`config.mk`:
```
export PLATFORM = sky130hd
export DESIGN_NAME = mem_read_client
export DESIGN_NICKNAME = d
export VERILOG_FILES = /design/src/rtl/mem_read_client.sv
export SDC_FILE = /design/constraint.sdc
export NUM_CORES = 1
export LEC_CHECK = 0
export ABC_CLOCK_PERIOD_IN_PS = 7400
export CAP_MARGIN = 40
export CORE_UTILIZATION = 30
export CTS_CLUSTER_DIAMETER = 200
export DETAILED_ROUTE_END_ITERATION = 6
export DONT_BUFFER_PORTS = 1
export PLACE_DENSITY_LB_ADDON = 0.05
export SYNTH_ARGS = -nofsm -noshare
export SYNTH_HDL_FRONTEND = slang
export SYNTH_SLANG_ARGS = --single-unit
export TNS_END_PERCENT = 10
```
`constraint.sdc`:
```
create_clock -name clk -period 7.4 [get_ports clk]
set_clock_uncertainty 0.15 [all_clocks]
set_input_delay 1.48 -clock clk [delete_from_list [all_inputs] [get_ports clk]]
set_output_delay 1.48 -clock clk [all_outputs]
set_load 0.02 [all_outputs]
```
`src/rtl/mem_read_client.sv`:
```
// Burst read initiator: issues credit-limited word requests to the memory controller
// and buffers the returned words in a small FIFO drained through a valid/ready stream.
module mem_read_client #(
  parameter int unsigned MEM_BANDWIDTH = 4,
  parameter int unsigned ADDR_W        = 16,
  parameter int unsigned LEN_W         = 10,
  parameter int unsigned FIFO_DEPTH    = 4
) (
  input  logic                       clk,
  input  logic                       rst_n,
  input  logic                       start,
  input  logic [ADDR_W-1:0]          base_addr,
  input  logic [LEN_W-1:0]           num_words,
  output logic                       busy,
  output logic                       done,
  output logic                       mem_req,
  output logic [ADDR_W-1:0]          mem_req_addr,
  input  logic                       mem_ack,
  input  logic [MEM_BANDWIDTH*8-1:0] mem_data,
  input  logic                       mem_data_valid,
  output logic [MEM_BANDWIDTH*8-1:0] out_data,
  output logic                       out_valid,
  input  logic                       out_ready,
  output logic                       protocol_err
);
  localparam int unsigned DATA_W = MEM_BANDWIDTH * 8;
  localparam int unsigned PTR_W  = $clog2(FIFO_DEPTH);
  localparam int unsigned CNT_W  = $clog2(FIFO_DEPTH) + 1;
  localparam int unsigned SUM_W  = CNT_W + 1;

  typedef enum logic [1:0] {S_IDLE, S_REQ, S_DRAIN, S_DONE} state_e;

  state_e              state_q, state_d;
  logic [ADDR_W-1:0]   base_q, base_d;
  logic [LEN_W-1:0]    total_q, total_d;
  logic [LEN_W-1:0]    issued_q, issued_d;
  logic [CNT_W-1:0]    outst_q, outst_d;
  logic [CNT_W-1:0]    cnt_q, cnt_d;
  logic [PTR_W-1:0]    rd_ptr_q, wr_ptr_q;
  logic [DATA_W-1:0]   mem_q [FIFO_DEPTH];
  logic                err_q, err_d;
  logic                busy_q, done_q, req_q, req_d, valid_q;
  logic [ADDR_W-1:0]   addr_q, addr_d;
  logic [SUM_W-1:0]    credit_sum;
  logic                ack, push, pop;

  assign busy         = busy_q;
  assign done         = done_q;
  assign mem_req      = req_q;
  assign mem_req_addr = addr_q;
  assign out_valid    = valid_q;
  assign out_data     = mem_q[rd_ptr_q];
  assign protocol_err = err_q;

  // Next-state, counter and registered-output computation
  always_comb begin
    state_d  = state_q;
    base_d   = base_q;
    total_d  = total_q;
    issued_d = issued_q;
    err_d    = err_q;
    ack      = req_q & mem_ack;
    push     = mem_data_valid && (outst_q != '0) &&
               ((state_q == S_REQ) || (state_q == S_DRAIN));
    pop      = valid_q & out_ready;
    outst_d  = outst_q + CNT_W'(ack) - CNT_W'(push);
    cnt_d    = cnt_q + CNT_W'(push) - CNT_W'(pop);

    case (state_q)
      S_IDLE: begin
        if (start) begin
          err_d = 1'b0;
          if (num_words != '0) begin
            base_d   = base_addr;
            total_d  = num_words;
            issued_d = '0;
            state_d  = S_REQ;
          end else begin
            state_d = S_DONE;
          end
        end
      end
      S_REQ: begin
        issued_d = issued_q + LEN_W'(ack);
        if (issued_d == total_q) state_d = S_DRAIN;
      end
      S_DRAIN: begin
        if ((outst_d == '0) && (cnt_d == '0)) state_d = S_DONE;
      end
      S_DONE:  state_d = S_IDLE;
      default: state_d = S_IDLE;
    endcase

    if (mem_data_valid && !push) err_d = 1'b1;

    // Credit counts both in-flight requests and words already buffered
    credit_sum = SUM_W'(outst_d) + SUM_W'(cnt_d);
    req_d  = (state_d == S_REQ) && (issued_d < total_d) &&
             (credit_sum < SUM_W'(FIFO_DEPTH));
    addr_d = addr_q;
    if (state_d == S_REQ) addr_d = base_d + ADDR_W'(issued_d);
  end

  // Control and output registers
  always_ff @(posedge clk or negedge rst_n) begin
    if (!rst_n) begin
      state_q  <= S_IDLE;
      base_q   <= '0;
      total_q  <= '0;
      issued_q <= '0;
      outst_q  <= '0;
      cnt_q    <= '0;
      err_q    <= 1'b0;
      busy_q   <= 1'b0;
      done_q   <= 1'b0;
      req_q    <= 1'b0;
      addr_q   <= '0;
      valid_q  <= 1'b0;
    end else begin
      state_q  <= state_d;
      base_q   <= base_d;
      total_q  <= total_d;
      issued_q <= issued_d;
      outst_q  <= outst_d;
      cnt_q    <= cnt_d;
      err_q    <= err_d;
      busy_q   <= (state_d != S_IDLE);
      done_q   <= (state_d == S_DONE);
      req_q    <= req_d;
      addr_q   <= addr_d;
      valid_q  <= (cnt_d != '0);
    end
  end

  // Return FIFO storage and pointers
  always_ff @(posedge clk or negedge rst_n) begin
    if (!rst_n) begin
      mem_q    <= '{default: '0};
      rd_ptr_q <= '0;
      wr_ptr_q <= '0;
    end else begin
      if (push) mem_q[wr_ptr_q] <= mem_data;
      wr_ptr_q <= wr_ptr_q + PTR_W'(push);
      rd_ptr_q <= rd_ptr_q + PTR_W'(pop);
    end
  end
endmodule

```
Yosys cells after proc, flatten, opt, wreduce, memory -nomap -nowiden:

Index checks and enable logic that the tools add are counted.
Widths: inputs -> output; s select.

* bits in registers: 197
* input bits: 64
* output and inout bits: 53
* word-level logic and storage cells: 84

* $add $sub $neg: 9
* magnitude comparators: 5
* equal/unequal tests: 6
* multiplexer cells: 23
* bitwise operators: 4
* reductions and logical operators: 19

Operator list (number)
* $bwmux 128: 1
* $mux 32: 3
* $bmux 32 s2: 1
* $demux 32 s2: 1
* $mux 10: 5
* $mux 16: 3
* $pmux 10 s2: 1
* $add 16x10->16: 1
* $add 10x1->10: 1
* $eq 10x10->1: 1
* $lt 10x10->1: 1
* $reduce_bool 10->1: 1
* $mux 2: 4
* $pmux 2 s4: 1
* $logic_and 1x1->1: 7
* $add 3x1->3: 2
* $eq 2x2->1 const B: 3
* $ge 3x3->1 const B: 2
* $logic_not 3->1: 2
* $not 2->3: 2
* $reduce_bool 2->1: 3
* $reduce_bool 3->1: 2
* $sub 3x1->3: 2
* $add 2x1->2: 2
* 10 further kinds: 14

Longest topological paths before layout:

* depth after elaboration: 12
* depth in mapped cells: 17
* gate-level depth less buffers: 15

Least setup slack after synthesis:

Ideal clock, no wire load.

* kind: input -> register
* start point: input num_words[9]
* end point: register addr_q[14], in the netlist mem_req_addr[14]
* setup time: 0.125 ns
* arrival: 4.946 ns
* required time: 7.125 ns
* setup slack: 2.179 ns
* stages: 15
* buffers on the path: 3
* cells stage by stage: nor4_1 -> a31o_2 -> buf_2 -> buf_2 -> and2_1 -> clkbuf_1 -> a22o_2 -> ha_1 -> a21o_1 -> a21oi_1 -> o21ai_0 -> a2111oi_0 -> nor3_1 -> xnor2_1 -> mux2_4

* cells in the longest elaborated chain, start to end: 5
* elaborated cells between the ends (all ways): 12
* classes of those cells: add/sub: 1; eq/ne: 1; mux: 9; reduce/logical: 1

Ends and longest elaborated chain
* from (decl): line 13 `input logic [LEN_W-1:0] num_words,`
* $reduce_bool 10->1: line 73 `if (num_words != '0) begin`
* $mux 10: line 73
* $mux 10: line 71 `if (start) begin`
* $pmux 10 s2: line 69 `case (state_q)`
* net issued_d[2]: line 36 `logic [LEN_W-1:0] issued_q, issued_d;`
* $add 16x10->16: line 101 `if (state_d == S_REQ) addr_d = base_d + ADDR_W'(issued_d);`
* to (signal assigned): line 130 `addr_q <= addr_d;`
* to (decl): line 43 `logic [ADDR_W-1:0] addr_q, addr_d;`

The timed path passes the listed nets, and every way through them passes these cells.
A chain may end at the register's enable or synchronous reset.

Final worst setup path:

* start point: input num_words[9]
* end point: register addr_q[13], in the netlist mem_req_addr[13]

Same word-level chain as after synthesis.

==> flow_metrics.tcl <==
set metrics [dict create \
    outcome "finished clean" \
    drc 0 \
    cts.htree.levels 4 \
    post_cts_buffers 0 \
    area_delta_synth_final_pct 12.0 \
    portBuffers 0 \
    dieWidth_um 180 \
    hold_viol 0 \
    required_ps 7570 \
    clock_sinks 197 \
    postPlaceCellArea_mm2 0.0100 \
    timing.hold.ws_ps 349 \
    setup_violations 0 \
    via_count 5470 \
    max_slew.worst_pin.slew_ps 804 \
    cp.arrival_ps 5470 \
    layout_setup_ws_ps 2100 \
    n_fill_cell 3036 \
    grt_overflow_total 0 \
    clock_latency_ps 430 \
    drv_slew 0 \
    synth_nets 777 \
    syn_area_per_cell_um2 14.0 \
    grt_pass1_vias 6039 \
    vias_per_cell 5.02 \
    synthCells 680 \
    p_leak_nw 4.56 \
    rrSetupSlack_ps 2830 \
    place.gp.congestion 0.790 \
    end_kind "flop" \
    ys.flop_type "dfrtp_1" \
    min_from "mem_q[16]$_DFFE_PN0P_" \
    syn_area_mm2 0.00952 \
    drive_gt1_share_pct 36.0 \
    r2r_end "mem_req_addr[13]$_DFFE_PN0N_" \
    power_density_mw_per_mm2 482 \
    cts_hold_buf 0 \
    max-vdd-ir-drop_uv 178 \
    whs_endpoint "mem_q[16]$_DFFE_PN0P_" \
    cts.clk_slew.worst_paths_ps 70 \
    path_class "in2reg" \
    wl_per_cell_um 20.9 \
    core_mm2 0.0309 \
    crit_path_start_kind "input pin" \
    worstPathMaxFanout 18 \
    dpl_worst_slack_ps 1650 \
    dp.cells 1056 \
    relSlewSlack_pct 45.7 \
    startpoint "num_words[9]" \
    num_rows 64 \
    grt_pass1_wl_um 36300 \
    synthDistinctLibCells 58 \
    totalWireLength_um 22800 \
    cts_tree "yes" \
    antenna_found_initial 3 \
    final_util_pct 34.5 \
    dieArea_mm2 0.0325 \
    power_mw 5.15 \
    synth-edff-count 0 \
    cts_resized 0 \
    drt.antenna.violating_nets 0 \
    rr_worst_depth 14 \
    fmax_mhz 189 \
    r2r-start "state_q[1]$_DFF_PN0_" \
    ys.warnings.count 0 \
    dp_hpwl_um 15400 \
    initial_core_util_pct 30.8 \
    ios 117 \
    final_cells 1090 \
    rsz0062_at_grt "no" \
    grt_max_degree 198 \
    root_buffer "clkbuf_16" \
    ys_ff_latch 197 \
    die_h_um 180 \
    finalSetupTns_ps 0 \
    drt-initial-drc-count 272 \
    clockBufferDepth 2 \
    drv_cap 0 \
    layout_worst_path_cycle_share_pct 71.6 \
    min_period_ps 5300 \
    fin_nets 776 \
    cts_buffers 17 \
    hold_path.class "reg2reg" \
    fin_area_mm2 0.0107 \
    synth.yosys.seq_area_share_pct 51.8 \
    grtUsageTotal_pct 14.8 \
    drtPass1Iterations 4 \
    async_flop_share_pct 100 \
    hold_depth 1 \
]
[cell usage in the layout (no fill, tap or decap), types with 6 or more instances in the layout]
cell       count
xor2_1         9
a22o_1         9
xnor2_1       28
dfrtp_1      195
nor2_1        15
and2_1         6
mux4_2        32
nor4_1         6
buf_4          9
nor3_1         7
inv_1         31
o21ai_0        6
nand2_1       14
a21oi_1       13
ha_1          30
clkbuf_16     17
mux2_2       151
mux2_4         6
nand3_1       13
mux2i_1       11
[metal layers]
layer	part of all wire, %	track usage (%)
met1	44	18.6
met4	1.2	3.97
met2	49	24.5
met5	0.035	0
met3	5.3	4.57
[where the power goes]
group          total [mW]  internal (mW)  switching (mW)
Clock                1.02          0.604           0.413
Sequential           1.98           1.60           0.382
Combinational        2.15           1.08            1.07
Total                5.15           3.28            1.86
[area by class of cell]
cell class | instances | area [µm²] | share of cell area (%)
multi-input combinational | 420 | 4360 | 40.9
inverter | 31 | 116 | 1.09
timing repair buffer | 12 | 106 | 0.997
sequential | 197 | 4930 | 46.2
clock buffer | 21 | 480 | 4.50
antenna | 2 | 5.00 | 0.0469
clock inverter | 11 | 171 | 1.61
tap | 396 | 495 | 4.65
[synthesized netlist by cell type (all sizes together), types with 2 or more instances]
cell	count	area, µm²
xnor2	28	245
o211ai	3	22.5
or2	2	12.5
o22ai	2	12.5
a211oi	2	15.0
and3	4	25.0
mux4	32	721
nor2	16	60.1
a22o	10	88.8
mux2i	11	110
and4	2	17.5
o311ai	2	25.0
a31oi	4	25.0
nor4	6	37.5
nand2b	4	25.0
nand2	14	52.6
and2	6	37.5
ha	30	375
nor3b	3	22.5
nand4	4	25.0
a21o	4	30.0
nor3	9	50.1
a21oi	13	65.1
mux2	157	1790
clkbuf	21	78.8
o21ai	6	30.0
fa	3	60.1
inv	31	116
xor2	9	78.8
nand3	15	87.6
nor2b	2	12.5
buf	11	61.3
dfrtp	197	4930
[logic make-up (layout without fill, tap and decap cells)]
| logic type | count (synthesis) | in the layout | share of synthesized area (%) |
|---|---|---|---|
| mux | 200 | 200 | 27.5 |
| flops | 197 | 197 | 51.8 |
| simple gates | 90 | 90 | 5.19 |
| buf+inv | 63 | 75 | 2.69 |
| compound gates | 59 | 59 | 4.61 |
| xor+xnor | 38 | 38 | 3.64 |
| fa+ha+maj | 33 | 33 | 4.57 |
| other cells | 0 | 2 | 0 |
[registers in the layout, summed over array words and instances, names as in the netlist]
| register | cells |
|---|---|
| outst_q | 3 |
| busy | 1 |
| mem_req_addr | 16 |
| issued_q | 10 |
| mem_req | 1 |
| done | 1 |
| protocol_err | 1 |
| out_valid | 1 |
| state_q | 2 |
| wr_ptr_q | 2 |
| base_q | 16 |
| mem_q | 128 |
| rd_ptr_q | 2 |
| cnt_q | 3 |
| total_q | 10 |
[worst max-delay path, cell delays in order]
cell       delay (ps)
nor4_1            480
a31o_2            620
and2_1            430
a22o_1            320
ha_1              280
a211oi_1          230
nor2_1            110
o41ai_1           670
o2111ai_1         330
nand2_1           160
xnor2_1            80
mux2_4            260
[how the worst max path moves through the flow]
stage	to	slack, ps	cells past startpoint
after CTS	mem_req_addr[13]$_DFFE_PN0N_	2120	12
after floorplan	mem_req_addr[14]$_DFFE_PN0N_	2180	15
after detailed placement	mem_req_addr[13]$_DFFE_PN0N_	1650	12
after global routing	mem_req_addr[15]$_DFFE_PN0N_	1730	12
final	mem_req_addr[13]$_DFFE_PN0N_	2100	12
after global placement	mem_req_addr[14]$_DFFE_PN0N_	1620	12
(Power assumes the default switching activity.)
